## config.mk

```make
export PLATFORM = sky130hd
export DESIGN_NAME = gpo_route_matrix
export DESIGN_NICKNAME = d
export VERILOG_FILES = /design/src/rtl/gpo_route_matrix.sv
export SDC_FILE = /design/constraint.sdc
export NUM_CORES = 1
export LEC_CHECK = 0
export CORE_MARGIN = 8
export CORE_UTILIZATION = 50
export DETAILED_ROUTE_END_ITERATION = 7
export GPL_TIMING_DRIVEN = 0
export PLACE_DENSITY = 0.75
export SYNTH_ARGS = -nofsm -noshare
export SYNTH_HDL_FRONTEND = slang
export SYNTH_SLANG_ARGS = --single-unit
```

## constraint.sdc

```tcl
create_clock -name clk -period 1.8 [get_ports clk]
set_input_delay 0.18 -clock clk [delete_from_list [all_inputs] [get_ports clk]]
set_output_delay 0.18 -clock clk [all_outputs]
set_load 0.02 [all_outputs]
```

## src/rtl/gpo_route_matrix.sv

```systemverilog
// Routes synchronised GPO input lines to registered output lines through a
// double-buffered per-output table (source select, invert, pass/stretch/force).
module gpo_route_matrix #(
    parameter  int unsigned N_IN        = 8,
    parameter  int unsigned N_OUT       = 10,
    parameter  int unsigned STRETCH_LEN = 16,
    localparam int unsigned ISEL_W      = $clog2(N_IN + 1),
    localparam int unsigned OIDX_W      = (N_OUT > 1) ? $clog2(N_OUT) : 1
) (
    input  logic              clk,
    input  logic              rstn,
    input  logic [N_IN-1:0]   in_lines,
    output logic [N_OUT-1:0]  out_lines,
    input  logic              cfg_wr,
    input  logic [OIDX_W-1:0] cfg_out_idx,
    input  logic [ISEL_W-1:0] cfg_in_sel,
    input  logic [1:0]        cfg_mode,
    input  logic              cfg_invert,
    input  logic              cfg_commit,
    output logic [ISEL_W+2:0] cfg_rd_data
);

    localparam int unsigned CNT_W = $clog2(STRETCH_LEN + 1);

    typedef enum logic [1:0] {
        MODE_PASS    = 2'd0,
        MODE_STRETCH = 2'd1,
        MODE_FORCE0  = 2'd2,
        MODE_FORCE1  = 2'd3
    } mode_e;

    // Select value N_IN is the "constant 0" source used as the reset default.
    localparam logic [ISEL_W-1:0] SEL_NONE   = ISEL_W'(N_IN);
    localparam logic [CNT_W-1:0]  CNT_RELOAD = CNT_W'(STRETCH_LEN - 1);

    logic [N_IN-1:0]   sync1_q;
    logic [N_IN-1:0]   sync2_q;

    logic [ISEL_W-1:0] sh_sel_q   [N_OUT];
    mode_e             sh_mode_q  [N_OUT];
    logic [N_OUT-1:0]  sh_inv_q;
    logic [ISEL_W-1:0] act_sel_q  [N_OUT];
    mode_e             act_mode_q [N_OUT];
    logic [N_OUT-1:0]  act_inv_q;

    logic [N_OUT-1:0]  src;
    logic [N_OUT-1:0]  rise;
    logic [N_OUT-1:0]  src_prev_q;
    logic [N_OUT-1:0]  out_d;
    logic [N_OUT-1:0]  out_q;
    logic [CNT_W-1:0]  cnt_d      [N_OUT];
    logic [CNT_W-1:0]  cnt_q      [N_OUT];
    logic              mask_q;
    logic              wr_hit;

    assign wr_hit    = cfg_wr && (32'(cfg_out_idx) < N_OUT);
    assign out_lines = out_q;

    always_ff @(posedge clk or negedge rstn) begin
        if (!rstn) begin
            sync1_q <= '0;
            sync2_q <= '0;
        end else begin
            sync1_q <= in_lines;
            sync2_q <= sync1_q;
        end
    end

    always_ff @(posedge clk or negedge rstn) begin
        if (!rstn) begin
            for (int unsigned k = 0; k < N_OUT; k++) begin
                sh_sel_q[k]  <= SEL_NONE;
                sh_mode_q[k] <= MODE_FORCE0;
            end
            sh_inv_q <= '0;
        end else begin
            for (int unsigned k = 0; k < N_OUT; k++) begin
                if (wr_hit && (cfg_out_idx == OIDX_W'(k))) begin
                    sh_sel_q[k]  <= cfg_in_sel;
                    sh_mode_q[k] <= mode_e'(cfg_mode);
                    sh_inv_q[k]  <= cfg_invert;
                end
            end
        end
    end

    // Commit samples the shadow registers before any same-cycle write lands.
    always_ff @(posedge clk or negedge rstn) begin
        if (!rstn) begin
            for (int unsigned k = 0; k < N_OUT; k++) begin
                act_sel_q[k]  <= SEL_NONE;
                act_mode_q[k] <= MODE_FORCE0;
            end
            act_inv_q <= '0;
        end else if (cfg_commit) begin
            for (int unsigned k = 0; k < N_OUT; k++) begin
                act_sel_q[k]  <= sh_sel_q[k];
                act_mode_q[k] <= sh_mode_q[k];
            end
            act_inv_q <= sh_inv_q;
        end
    end

    always_comb begin
        cfg_rd_data = '0;
        for (int unsigned k = 0; k < N_OUT; k++) begin
            if (cfg_out_idx == OIDX_W'(k)) begin
                cfg_rd_data = {act_sel_q[k], act_mode_q[k], act_inv_q[k]};
            end
        end
    end

    always_comb begin
        src = '0;
        for (int unsigned k = 0; k < N_OUT; k++) begin
            for (int unsigned i = 0; i < N_IN; i++) begin
                if (act_sel_q[k] == ISEL_W'(i)) begin
                    src[k] = sync2_q[i];
                end
            end
            src[k] = src[k] ^ act_inv_q[k];
        end

        // No edge is taken in the cycle after a commit: a source switch is not a pulse.
        rise = src & ~src_prev_q & {N_OUT{~mask_q}};

        out_d = '0;
        for (int unsigned k = 0; k < N_OUT; k++) begin
            cnt_d[k] = cnt_q[k];
            if (cfg_commit) begin
                cnt_d[k] = '0;
            end else if (rise[k]) begin
                cnt_d[k] = CNT_RELOAD;
            end else if (cnt_q[k] != '0) begin
                cnt_d[k] = cnt_q[k] - CNT_W'(1);
            end

            case (act_mode_q[k])
                MODE_PASS:    out_d[k] = src[k];
                MODE_STRETCH: out_d[k] = src[k] | (cnt_q[k] != '0);
                MODE_FORCE0:  out_d[k] = 1'b0;
                MODE_FORCE1:  out_d[k] = 1'b1;
                default:      out_d[k] = 1'b0;
            endcase
        end
    end

    always_ff @(posedge clk or negedge rstn) begin
        if (!rstn) begin
            src_prev_q <= '0;
            out_q      <= '0;
            mask_q     <= 1'b0;
            for (int unsigned k = 0; k < N_OUT; k++) begin
                cnt_q[k] <= '0;
            end
        end else begin
            src_prev_q <= src;
            out_q      <= out_d;
            mask_q     <= cfg_commit;
            for (int unsigned k = 0; k < N_OUT; k++) begin
                cnt_q[k] <= cnt_d[k];
            end
        end
    end

endmodule

```

==> results by group <==
Timing
  – Slew HR: 0.497
  – Slew @ Worst Pin: ~0.75 ns
  – Pins Over Slew Limit: 0
  – Final setup fails: 41
  – Final Cycle Share: 1.16
  – Final min period: ~2.1 ns
  – RSZ-0062 raised after global routing: yes
  – Worst setup margin: -0.291 ns
  – Final Skew: around 0.011 ns
  – Final hold violations: 0
  – Maximum clock frequency: 0.478 GHz

Cells and area
  – Final #Nets: roughly 1.2k
  – Area growth from synthesis to layout: 23.2%
  – Area of the multi-input gates: around 6300 µm²
  – Util after Layout: 0.627
  – Sequential Area: 5760 µm²
  – Final Instance Area: about 15000 µm²
  – Diode count: 0
  – Final Instance Count excl. Fillers: ~1.5k
  – Number of fill cells: approximately 1.8k
  – Layout cells sized above 1: 0.390

Synth
  – Syn_nets: 1069
  – Number of flops mapped to enable cells by yosys: 0
  – Cells after Synth: around 1.0k
  – Synth cell types: slightly below 60
  – Syn avg cell area: approximately 12 µm²
  – FF+latch count, synth: 227
  – Top_reg_cell synth: dfrtp_1
  – Mapped cell area: 11900 µm²
  – Seq/Total Area, Yosys: 0.481
  – Yosys warns: 0
  – Post-synth ARST share: 1.00

Pwr
  – Pwr/cell area: about 1500 nW/µm²
  – Max rail drop VDD: 904 µV
  – Leak: 0.00623 µW
  – Tot Pwr: 22100 µW

Floorplanning
  – CORE AREA: roughly 23000 µm²
  – Chip height: about 170 µm
  – I/O Pins: 40
  – Num rows: 56
  – Die area: 29000 µm²
  – Die width: 170 µm
  – Starting Density: 0.509

Place
  – DP Wirelength: ~21000 µm
  – Routability cong.: roughly 0.90
  – Pre-CTS setup slack: -1.29 ns
  – Post-placement cell count: between 1k and 1.5k
  – Placed Area: 12700 µm²
  – PortBufs: 32

Clock tree
  – Sink Count: approximately 230
  – Max H-tree Level: 1
  – CTS Buf Count: 24
  – Clk_lat worst skew: between 0.5 and 0.6 ns
  – Clock root buffer: clkbuf_16
  – Clock Path Buffers: 3
  – Clock-pin slew on the worst setup and hold paths: 0.06 ns
  – CTS tree: yes

Worst setup path
  – Setup crit start kind: flip-flop
  – Max FO, Critical Path: 2
  – CP endpoint kind: output port
  – CP arrival: ~1.9 ns
  – Crit Path Class: flip-flop to output port
  – CP required: ~1.6 ns

Global routing
  – Initial antenna violation count: 1
  – Largest net degree at the start of global routing: a little under 100
  – Number of global-route vias before repair: roughly 8.6k
  – GRT Residual Overflow: 0
  – GRT Total Usage: 0.212
  – Global-route wire length before repair: 48400 µm

Status
  – Failing checks: negative setup slack
  – Status: finished with violations

Route
  – Via density: about 5.9
  – Via Count: roughly 8.8k
  – Post-Route WL: between 30000 and 40000 µm
  – WL/cell: 20.9 µm
  – DRT antenna net count: 0
  – DR pass1 iterations: 5
  – DRC Markers: 0
  – Initial drt markers: 643

Min path
  – Worst min path class: input port to flip-flop

Flow run
  – Max-Cap Viols: 0
final timing paths:
path | start | to | slack, ns | cells past startpoint
max | act_mode_q[15] | cfg_rd_data[2] | -0.29 | 5
min | in_lines[2] | sync1_q[2] | 0.09 | 1
max reg2reg | sync2_q[6] | out_lines[4] | -0.14 | 6
min reg2reg | sync1_q[1] | sync2_q[1] | 0.35 | 0
max in group asynchronous | rstn | act_inv_q[8] | 0.46 | 4
min in group asynchronous | rstn | sh_sel_q[26] | 0.11 | 2
kinds of logic (layout without fill, tap and decap cells):
| family | after synthesis | after routing | synth area share |
|---|---|---|---|
| xor gates and xnor gates | 34 | 34 | 0.0250 |
| adders and majority gates | 18 | 18 | 0.0189 |
| and+or+nand+nor | 294 | 294 | 0.136 |
| AOI/OAI and AO/OA | 163 | 163 | 0.113 |
| buffers and inverters | 90 | 227 | 0.0304 |
| muxes | 202 | 202 | 0.196 |
| DFF | 227 | 227 | 0.481 |
what timing repair did:
action / CTS / global route
cloned: 0 / 0
hold buffers: 1 / 0
resized for setup: 158 / 66
pin swaps: 33 / 28
setup buffers: 44 / 24
setup endpoints to repair: 106 / 76
hold endpoints to repair: 106 / 0
flip-flops by register name (all words and copies together) (netlist names), 8 cells and up:
| name | cells |
|---|---|
| act_sel_q | 40 |
| cnt_q | 50 |
| src_prev_q | 10 |
| sync1_q | 8 |
| act_mode_q | 20 |
| sh_mode_q | 20 |
| sync2_q | 8 |
| act_inv_q | 10 |
| out_lines | 10 |
| sh_inv_q | 10 |
| sh_sel_q | 40 |
where the power goes:
| group | switching (µW) | total, µW | internal, µW | leakage [µW] |
|---|---|---|---|---|
| clock network | 2010 | 5160 | 3150 | 0.000413 |
| logic | 4080 | 8680 | 4600 | 0.00311 |
| registers | 1450 | 8240 | 6790 | 0.00271 |
per-stage QoR:
stage / hold slack, ns / TNS (ns)
after detailed placement: 0.0711 / -109.88
after CTS: 0.0791 / -2.68
final: 0.0945 / -3.30
after floorplan: -0.116 / 0
after global routing: 0.0832 / -5.36
after global placement: 0.333 / -2000.74
critical path, cell delays in order (launching register included):
cell and delay, ns:
dfstp_2 0.55, mux2_4 0.16, nand2_2 0.05, a32oi_2 0.26
a2bb2oi_2 0.23, buf_6 0.15
placed cells by master (no fill, tap or decap), drive strengths merged, types with 10 or more instances in the layout:
| cell | count |
|---|---|
| mux2 | 138 |
| dfrtp | 187 |
| o21ai | 38 |
| clkdlybuf4s50 | 20 |
| nor3b | 17 |
| a221oi | 10 |
| dfstp | 40 |
| or3 | 14 |
| nand3 | 17 |
| nand2 | 68 |
| xnor2 | 26 |
| buf | 101 |
| nor2b | 19 |
| nor2 | 65 |
| and2 | 12 |
| a21oi | 19 |
| nand2b | 21 |
| o211ai | 28 |
| nor4b | 10 |
| mux4 | 10 |
| inv | 36 |
| clkbuf | 61 |
| nor3 | 29 |
| ha | 18 |
| mux2i | 54 |
Yosys cell counts (5+ instances only):
master,count,area share
nor3b_1,17,0.011
o2111ai_1,5,0.0037
mux4_2,10,0.019
inv_1,36,0.011
mux2_2,138,0.13
nor4b_2,7,0.0088
dfrtp_1,187,0.39
nand2b_1,21,0.011
dfstp_2,40,0.088
nor2_2,6,0.0032
xnor2_1,26,0.019
a31oi_1,6,0.0032
nand2_1,68,0.021
nor3_1,27,0.011
xor2_1,8,0.0059
o211ai_1,28,0.018
a221oi_4,10,0.022
o22ai_1,5,0.0026
or3_1,14,0.0074
nand3_1,17,0.0071
mux2i_1,50,0.042
buf_2,17,0.0071
and2_1,12,0.0063
o21ai_0,38,0.016
a21boi_0,5,0.0032
o211a_1,8,0.0067
a311o_1,8,0.0067
buf_1,13,0.0041
clkbuf_1,22,0.0069
nor2_1,59,0.019
a21oi_1,19,0.0080
ha_1,18,0.019
a32oi_1,6,0.0044
nor2b_1,19,0.010
metal layers:
layer	up-vias	track usage	part of all wire	wire length (µm)
li1	3981	-	-	-
met1	4446	0.288	0.45	13800
met2	268	0.339	0.47	14500
met3	64	0.0292	0.055	1690
met4	0	0.0812	0.032	981
met5	-	0	0	0
area by class of cell:
type / count / area share
Timing Repair Buffer: 103 / 0.0657
Multi-Input combinational cell: 711 / 0.432
Inverter: 36 / 0.00921
Clock inverter: 5 / 0.00512
Buffer: 44 / 0.0168
Sequential cell: 227 / 0.393
Tap cell: 319 / 0.0272
Clock buffer: 39 / 0.0517
Note: power is estimated with default switching activity, not from simulation.
